`src/rtl/if_fetch.sv`:
```
`default_nettype none
// ============================================================================
//  Module      : if_fetch
//  Description : Instruction-fetch stage. Issues at most one outstanding
//                instruction-memory request, steers the response into the
//                IF/ID register or a one-entry skid buffer when decode is
//                stalled, and drops responses that belong to a flushed fetch.
//
//  Ports
//    clk, rst          rising-edge clock, synchronous active-high reset
//    pc_in             current PC from the PC register
//    pc_advance        pulse: request accepted, PC register may step
//    imem_req/addr     fetch request and address (address = pc_in)
//    imem_ready        memory accepts the request this cycle
//    imem_rvalid/rdata response handshake and instruction word
//    id_stall          decode cannot take a new instruction
//    flush             redirect; discard everything in flight
//    ifid_valid/instr/pc/pc4  IF/ID register contents
//    misalign_err      pulse: pc_in is not word-aligned
//
//  Revision    : 1.0  initial release
// ============================================================================
module if_fetch (
    input  logic        clk,
    input  logic        rst,
    input  logic [31:0] pc_in,
    output logic        pc_advance,
    output logic        imem_req,
    output logic [31:0] imem_addr,
    input  logic        imem_ready,
    input  logic        imem_rvalid,
    input  logic [31:0] imem_rdata,
    input  logic        id_stall,
    input  logic        flush,
    output logic        ifid_valid,
    output logic [31:0] ifid_instr,
    output logic [31:0] ifid_pc,
    output logic [31:0] ifid_pc4,
    output logic        misalign_err
);

    // Fetch state: REQ = free to issue, WAIT = one request outstanding,
    // DROP = outstanding request belongs to a flushed path.
    localparam logic [1:0] S_REQ  = 2'd0;
    localparam logic [1:0] S_WAIT = 2'd1;
    localparam logic [1:0] S_DROP = 2'd2;

    localparam logic [31:0] c_PC_STEP = 32'd4;

    logic [1:0]  r_state;
    logic [31:0] r_pend_pc;
    logic        r_skid_valid;
    logic [31:0] r_skid_instr;
    logic [31:0] r_skid_pc;

    logic        w_misaligned;
    logic        w_in_req;
    logic        w_accept;
    logic        w_resp;

    assign w_misaligned = (pc_in[1:0] != 2'b00);
    assign w_in_req     = (r_state == S_REQ) && !rst && !flush;

    // A full skid buffer blocks new requests so that at most two fetched
    // instructions (IF/ID + skid) are ever held.
    assign imem_req     = w_in_req && !r_skid_valid && !w_misaligned;
    assign w_accept     = imem_req && imem_ready;
    assign pc_advance   = w_accept;
    assign misalign_err = w_in_req && w_misaligned;
    assign imem_addr    = pc_in;

    // Only a response to a live request counts; rvalid in REQ or DROP is
    // either stale (after reset) or belongs to a flushed fetch.
    assign w_resp = (r_state == S_WAIT) && imem_rvalid;

    always_ff @(posedge clk) begin
        if (rst) begin
            r_state      <= S_REQ;
            r_pend_pc    <= 32'd0;
            r_skid_valid <= 1'b0;
            r_skid_instr <= 32'd0;
            r_skid_pc    <= 32'd0;
            ifid_valid   <= 1'b0;
            ifid_instr   <= 32'd0;
            ifid_pc      <= 32'd0;
            ifid_pc4     <= c_PC_STEP;
        end else if (flush) begin
            // Flush wins over stall and any same-cycle response.
            ifid_valid   <= 1'b0;
            r_skid_valid <= 1'b0;
            if (r_state == S_WAIT) begin
                r_state <= S_DROP;
            end
        end else begin
            case (r_state)
                S_REQ: begin
                    if (w_accept) begin
                        r_pend_pc <= pc_in;
                        r_state   <= S_WAIT;
                    end
                end
                S_WAIT: begin
                    if (imem_rvalid) begin
                        r_state <= S_REQ;
                    end
                end
                S_DROP: begin
                    if (imem_rvalid) begin
                        r_state <= S_REQ;
                    end
                end
                default: begin
                    r_state <= S_REQ;
                end
            endcase

            if (ifid_valid && id_stall) begin
                // Decode is holding IF/ID; park a new response in the skid.
                if (w_resp) begin
                    r_skid_valid <= 1'b1;
                    r_skid_instr <= imem_rdata;
                    r_skid_pc    <= r_pend_pc;
                end
            end else if (r_skid_valid) begin
                // The skid entry is older than anything still in flight,
                // and no request can be outstanding while it is full.
                r_skid_valid <= 1'b0;
                ifid_valid   <= 1'b1;
                ifid_instr   <= r_skid_instr;
                ifid_pc      <= r_skid_pc;
                ifid_pc4     <= r_skid_pc + c_PC_STEP;
            end else if (w_resp) begin
                ifid_valid <= 1'b1;
                ifid_instr <= imem_rdata;
                ifid_pc    <= r_pend_pc;
                ifid_pc4   <= r_pend_pc + c_PC_STEP;
            end else begin
                ifid_valid <= 1'b0;
            end
        end
    end

endmodule
`default_nettype wire

```
`config.mk`:
```
export PLATFORM = sky130hd
export DESIGN_NAME = if_fetch
export DESIGN_NICKNAME = d
export VERILOG_FILES = /design/src/rtl/if_fetch.sv
export SDC_FILE = /design/constraint.sdc
export NUM_CORES = 1
export LEC_CHECK = 0
export CAP_MARGIN = 20
export CORE_MARGIN = 1
export CORE_UTILIZATION = 50
export CTS_CLUSTER_DIAMETER = 150
export CTS_CLUSTER_SIZE = 16
export DETAILED_ROUTE_END_ITERATION = 12
export HOLD_SLACK_MARGIN = 0.12
export PLACE_DENSITY = 0.8
export SKIP_LAST_GASP = 1
export SLEW_MARGIN = 0
export SYNTH_ARGS = -nofsm -noshare
export SYNTH_HDL_FRONTEND = slang
export SYNTH_SLANG_ARGS = --single-unit
```
`constraint.sdc`:
```
create_clock -name clk -period 4 [get_ports clk]
set_input_delay 1 -clock clk [delete_from_list [all_inputs] [get_ports clk]]
set_output_delay 1 -clock clk [all_outputs]
set_load 0.01 [all_outputs]
```
======== Yosys cells after proc, flatten, opt, wreduce, memory -nomap -nowiden ========
Cells that the tools add are included.
W data, S select, Z words.
cells by class
  reductions and logical operators ........ 22
  eq/ne operators ......................... 5
  add/sub/neg operators ................... 2
  multiplexer cells ....................... 13
  bitwise logic cells ..................... 2
operator list
  cell                     number
  $mux W32                 6
  $add A32 B3 Y32 const B  2
  $reduce_and A3 Y1        4
  $logic_and A1 B1 Y1      8
  $mux W2                  4
  $logic_not A1 Y1         4
  $pmux W2 S2              1
  $reduce_bool A2 Y1       2
  $reduce_or A2 Y1         2
  $ne A3 B1 Y1 const B     1
  $ne A3 B3 Y1 const B     1
  $reduce_or A3 Y1         1
  $eq A2 B1 Y1 const B     1
  $eq A2 B2 Y1 const B     1
  $logic_not A2 Y1         1
  $mux W1                  2
  $ne A2 B1 Y1 const B     1
  $not A1 Y1               2
word-level totals
  word-level logic and storage cells ...... 53
  input bits .............................. 70
  output and inout bits ................... 132
  bits in registers ....................... 196

======== Longest topological paths before layout ========
Gate-level depths: netlist of the first run.
  depth in word-level cells ............... 9
  mapped depth ............................ 11
  depth with buffers taken out ............ 8

======== Worst setup path before layout of the first run ========
OpenSTA, ideal clock, no wires.
  kind .................................... in2out
  start point ............................. input flush
  end point ............................... output pc_advance
  stages .................................. 6
  buffers on the path ..................... 2
  data arrival time ....................... 2.638 ns
  data required time ...................... 3.000 ns
  path slack .............................. 0.362 ns
  cells stage by stage .................... clkbuf_1 or3b_2 nor4_1 nand2_1 inv_2 buf_2
between the ends
  word-level cells in the longest chain between the ends .. 5
RTL lines
  element                           line  RTL
  start: declaration                34    input logic flush,
  $logic_not A1 Y1                  62    assign w_in_req = (r_state == S_REQ) && !rst && !flush;
  $logic_and A1 B1 Y1               62
  $logic_and A1 B1 Y1 (2 in a row)  66    assign imem_req = w_in_req && !r_skid_valid && !w_misaligned;
  net imem_req                      28    output logic imem_req,
  $logic_and A1 B1 Y1               67    assign w_accept = imem_req && imem_ready;
  end: declaration                  27    output logic pc_advance,
The timed path passes the listed nets, and every way through them passes these cells.

======== Worst setup path after layout of the first run ========
  start point ............................. input flush
  end point ............................... output misalign_err
between the ends
  word-level cells in the longest chain between the ends .. 3
RTL lines
  element              line  RTL
  $logic_not A1 Y1     62
  $logic_and A1 B1 Y1  62
  $logic_and A1 B1 Y1  69    assign misalign_err = w_in_req && w_misaligned;
  end: declaration     39    output logic misalign_err
No other way between the ends.

==> impl_metrics.ini, run 1 <==
[synthesis]
synth_compound_area_share_pct = 17.3
synth_xor_area_share_pct = 0.921
synth_top_family_by_area = simple AND/OR/NAND/NOR gates
synth_common_cells = 228 x nand2_1, 194 x dfxtp_1, 108 x a21oi_1
syn_nets = 1103
ys.flop_type = dfxtp_1
yosys.cell_types.count = 52
muxShareOfSynthArea_pct = 7.83
synth_cells = 1030
synth-async-reset-ratio_pct = 0
synth_seq_area_share_pct = 45.4
synth_top_cell_area_share_pct = 45.4
syn-mean-instance-area_sq_um = 8.31
ys_seq_elements = 194
yosys.area_share.simple_pct = 21.1
yosysMostFrequentCell = nand2_1
synth.cell_area_sq_um = 8550
synth_edf_count = 0
yosys-top-cells-area = dfxtp_1 45%, nand2_1 10%, mux2i_1 6.9%
yosys.area_share.adder_pct = 0.439
yosysWarningCount = 0
yosysTopAreaCell = dfxtp_1

[clock_network]
clock_latency_ps = 430
cts_tree = yes
numClockSinks = 194
cts.htree.levels = 4
cts_made_buffers = 17
clkSlewWorstSetupHoldPaths_ps = 70
cts-root-buf = clkbuf_16
clock_path_buffers = 2
cts_hold_buf = 0

[timing]
period_share_pct = 93.3
finalSetupTns_ps = 0
setup_viol = 0
maxSlewViolCount = 0
slew_headroom_pct = 35.0
worst_slack_ps = 268
fin_skew_ps = 9.11
hold_violations = 0
max_freq_mhz = 268
grt_setup_unrepaired = no
period_needed_ps = 3730
worst_slew_pin_slew_ps = 975

[status]
status = complete, no violations

[power_and_ir_drop]
total_power_uw = 3880
irDropWorstVdd_mv = 0.308
leakage_uw = 0.00346
power_density_nw_per_um2 = 352

[global_routing]
grt_max_degree = 108
grt_pass1_vias = 6793
grt_pass1_wl_mm = 34.6
grt_overflow_total = 0
antenna_found_initial = 0
grt_use_total_pct = 24.3

[worst_setup_path]
end_kind = output pin
worstPathCellList = clkdlybuf4s50_1 -> or3b_2 -> buf_4 -> nor2_1 -> clkdlybuf4s50_1
max_stage_delay_ps = 530
cp_top_family = buffers and inverters
critPathArrivalTime_ps = 2730
ff2ff_path_depth = 6
path_buf_inv = 3
cp.required_ps = 3000
cpMostUsedCell = clkdlybuf4s50_1
cp_slowest_cell = clkdlybuf4s50_1
start_kind = primary input
worst-path-max-fanout = 2
setup.worst_path.class = in -> out
cp.depth = 5

[layout]
diodes = 0
areaGrowthSynthToFinish_pct = 28.8
fillCellCount = 1404
finalNetCount = 1227
drive_above_1_share_pct = 6.08

[floorplanning]
ioPinCount = 202
start_util_pct = 51.4
fp.dieW_um = 133
fp.dieArea_sq_um = 17600
row_count = 47
coreArea_sq_um = 16600
die_y_um = 133

[placed_design]
port_buffers = 201
dp_slack_ps = -139
place_hpwl_mm = 14.5
gp_congestion = 0.835

[flow_run]
cap_violations = 0

[min_path]
min_path_cells = 2
holdCritPathClass = reg -> reg

[detailed_routing]
vias = 7681
drt_pass1_iterations = 5
routed_wl_mm = 21.6
ant_nets = 0
drc = 0
wire_per_inst_um = 15.6
vias_per_cell = 5.54
dr.first_iter.drc_count = 586
==> path summary, 6_finish.rpt <==
kind,startpoint,endpoint,slack (ps)
min reg2reg,ifid_pc4[2],ifid_pc4[2],450
max,flush,misalign_err,270
min,ifid_pc4[2],ifid_pc4[2],450
max reg2reg,r_skid_valid,ifid_pc4[30],980
==> flip-flops by register name (all words and copies together), names as in the netlist <==
name	cells
ifid_valid	1
ifid_instr	32
r_state	2
r_pend_pc	32
r_skid_instr	32
ifid_pc	32
r_skid_pc	32
r_skid_valid	1
ifid_pc4	30
==> power breakdown <==
part | internal [uW] | switching (uW)
clock network | 945 | 765
registers | 1940 | 8.05
logic | 121 | 104
==> worst reg2reg max path: cells and delay by family (launching register included) <==
kind	cells	cell delay (ps)
buf+inv	2	1260
simple gates	2	580
compound gates	2	550
flops	1	510
==> metal layers <==
layer,track usage (%),up-vias,routed length (um)
li1,-,3837,-
met1,35.4,3564,10400
met2,35.9,253,9580
met3,4.83,27,1290
met4,7.92,0,323
met5,0,-,0
==> through the flow <==
stage	cell area [sq um]	std cells	util, %	hold slack [ps]
2_1_floorplan	8550	1030	-	433
3_3_place_gp	10400	1354	62.5	435
3_5_place_dp	10400	1354	62.5	447
4_1_cts	11000	1387	66.1	457
5_1_grt	11000	1387	66.2	473
6_report	11000	1387	66.2	454
==> cell type report <==
type | count | area, sq um | area share (%)
multi-input combinational | 719 | 4090 | 37.1
sequential | 194 | 3890 | 35.3
timing repair buffer | 218 | 2160 | 19.6
clock buffer | 18 | 439 | 3.99
tap | 220 | 275 | 2.50
clock inverter | 14 | 151 | 1.37
inverter | 4 | 15.0 | 0.136
==> what timing repair did <==
| item | 4_1_cts | 5_1_grt |
|---|---|---|
| pin swaps | 1 | 0 |
| setup endpoints to repair | 1 | 1 |
| buffers inserted | 1 | 0 |
| cloned | 0 | 0 |
| resized for setup | 1 | 2 |
==> kinds of logic (layout without fill, tap and decap cells) <==
family / after synthesis / in the layout
AO/OA/AOI/OAI: 231 / 231
XOR/XNOR: 9 / 9
adder cells (fa/ha/maj): 3 / 3
buffers and inverters: 117 / 254
flip-flops: 194 / 194
multiplexers: 66 / 66
AND/OR/NAND/NOR: 410 / 410
==> cell usage in the layout (no fill, tap or decap), types with 4 or more instances in the layout <==
cell	Yosys	final
nor2_1	73	73
xnor2_1	8	8
clkinvlp_4	0	4
a22oi_1	8	8
mux2i_1	59	59
a31oi_1	4	4
a211oi_1	63	63
clkbuf_16	0	17
o21ai_0	11	11
mux2_2	7	7
o211ai_1	4	4
nand3b_1	11	11
a21oi_1	108	108
dfxtp_1	194	193
clkdlybuf4s50_1	0	199
buf_4	36	16
nor4_1	6	5
nand4_1	13	13
o311ai_0	9	9
and3_1	4	4
nand2_1	228	228
nand3_1	44	44
nor3_1	12	11
o21a_1	5	5
nand4b_1	4	4
Note: power is estimated with default switching activity, not from simulation.
==> run 2: changes to the inputs <==
- GPL_ROUTABILITY_DRIVEN: not set -> 0
==> results of run 2 <==
The final DEF is identical to that of run 1; final timing and power are the same.
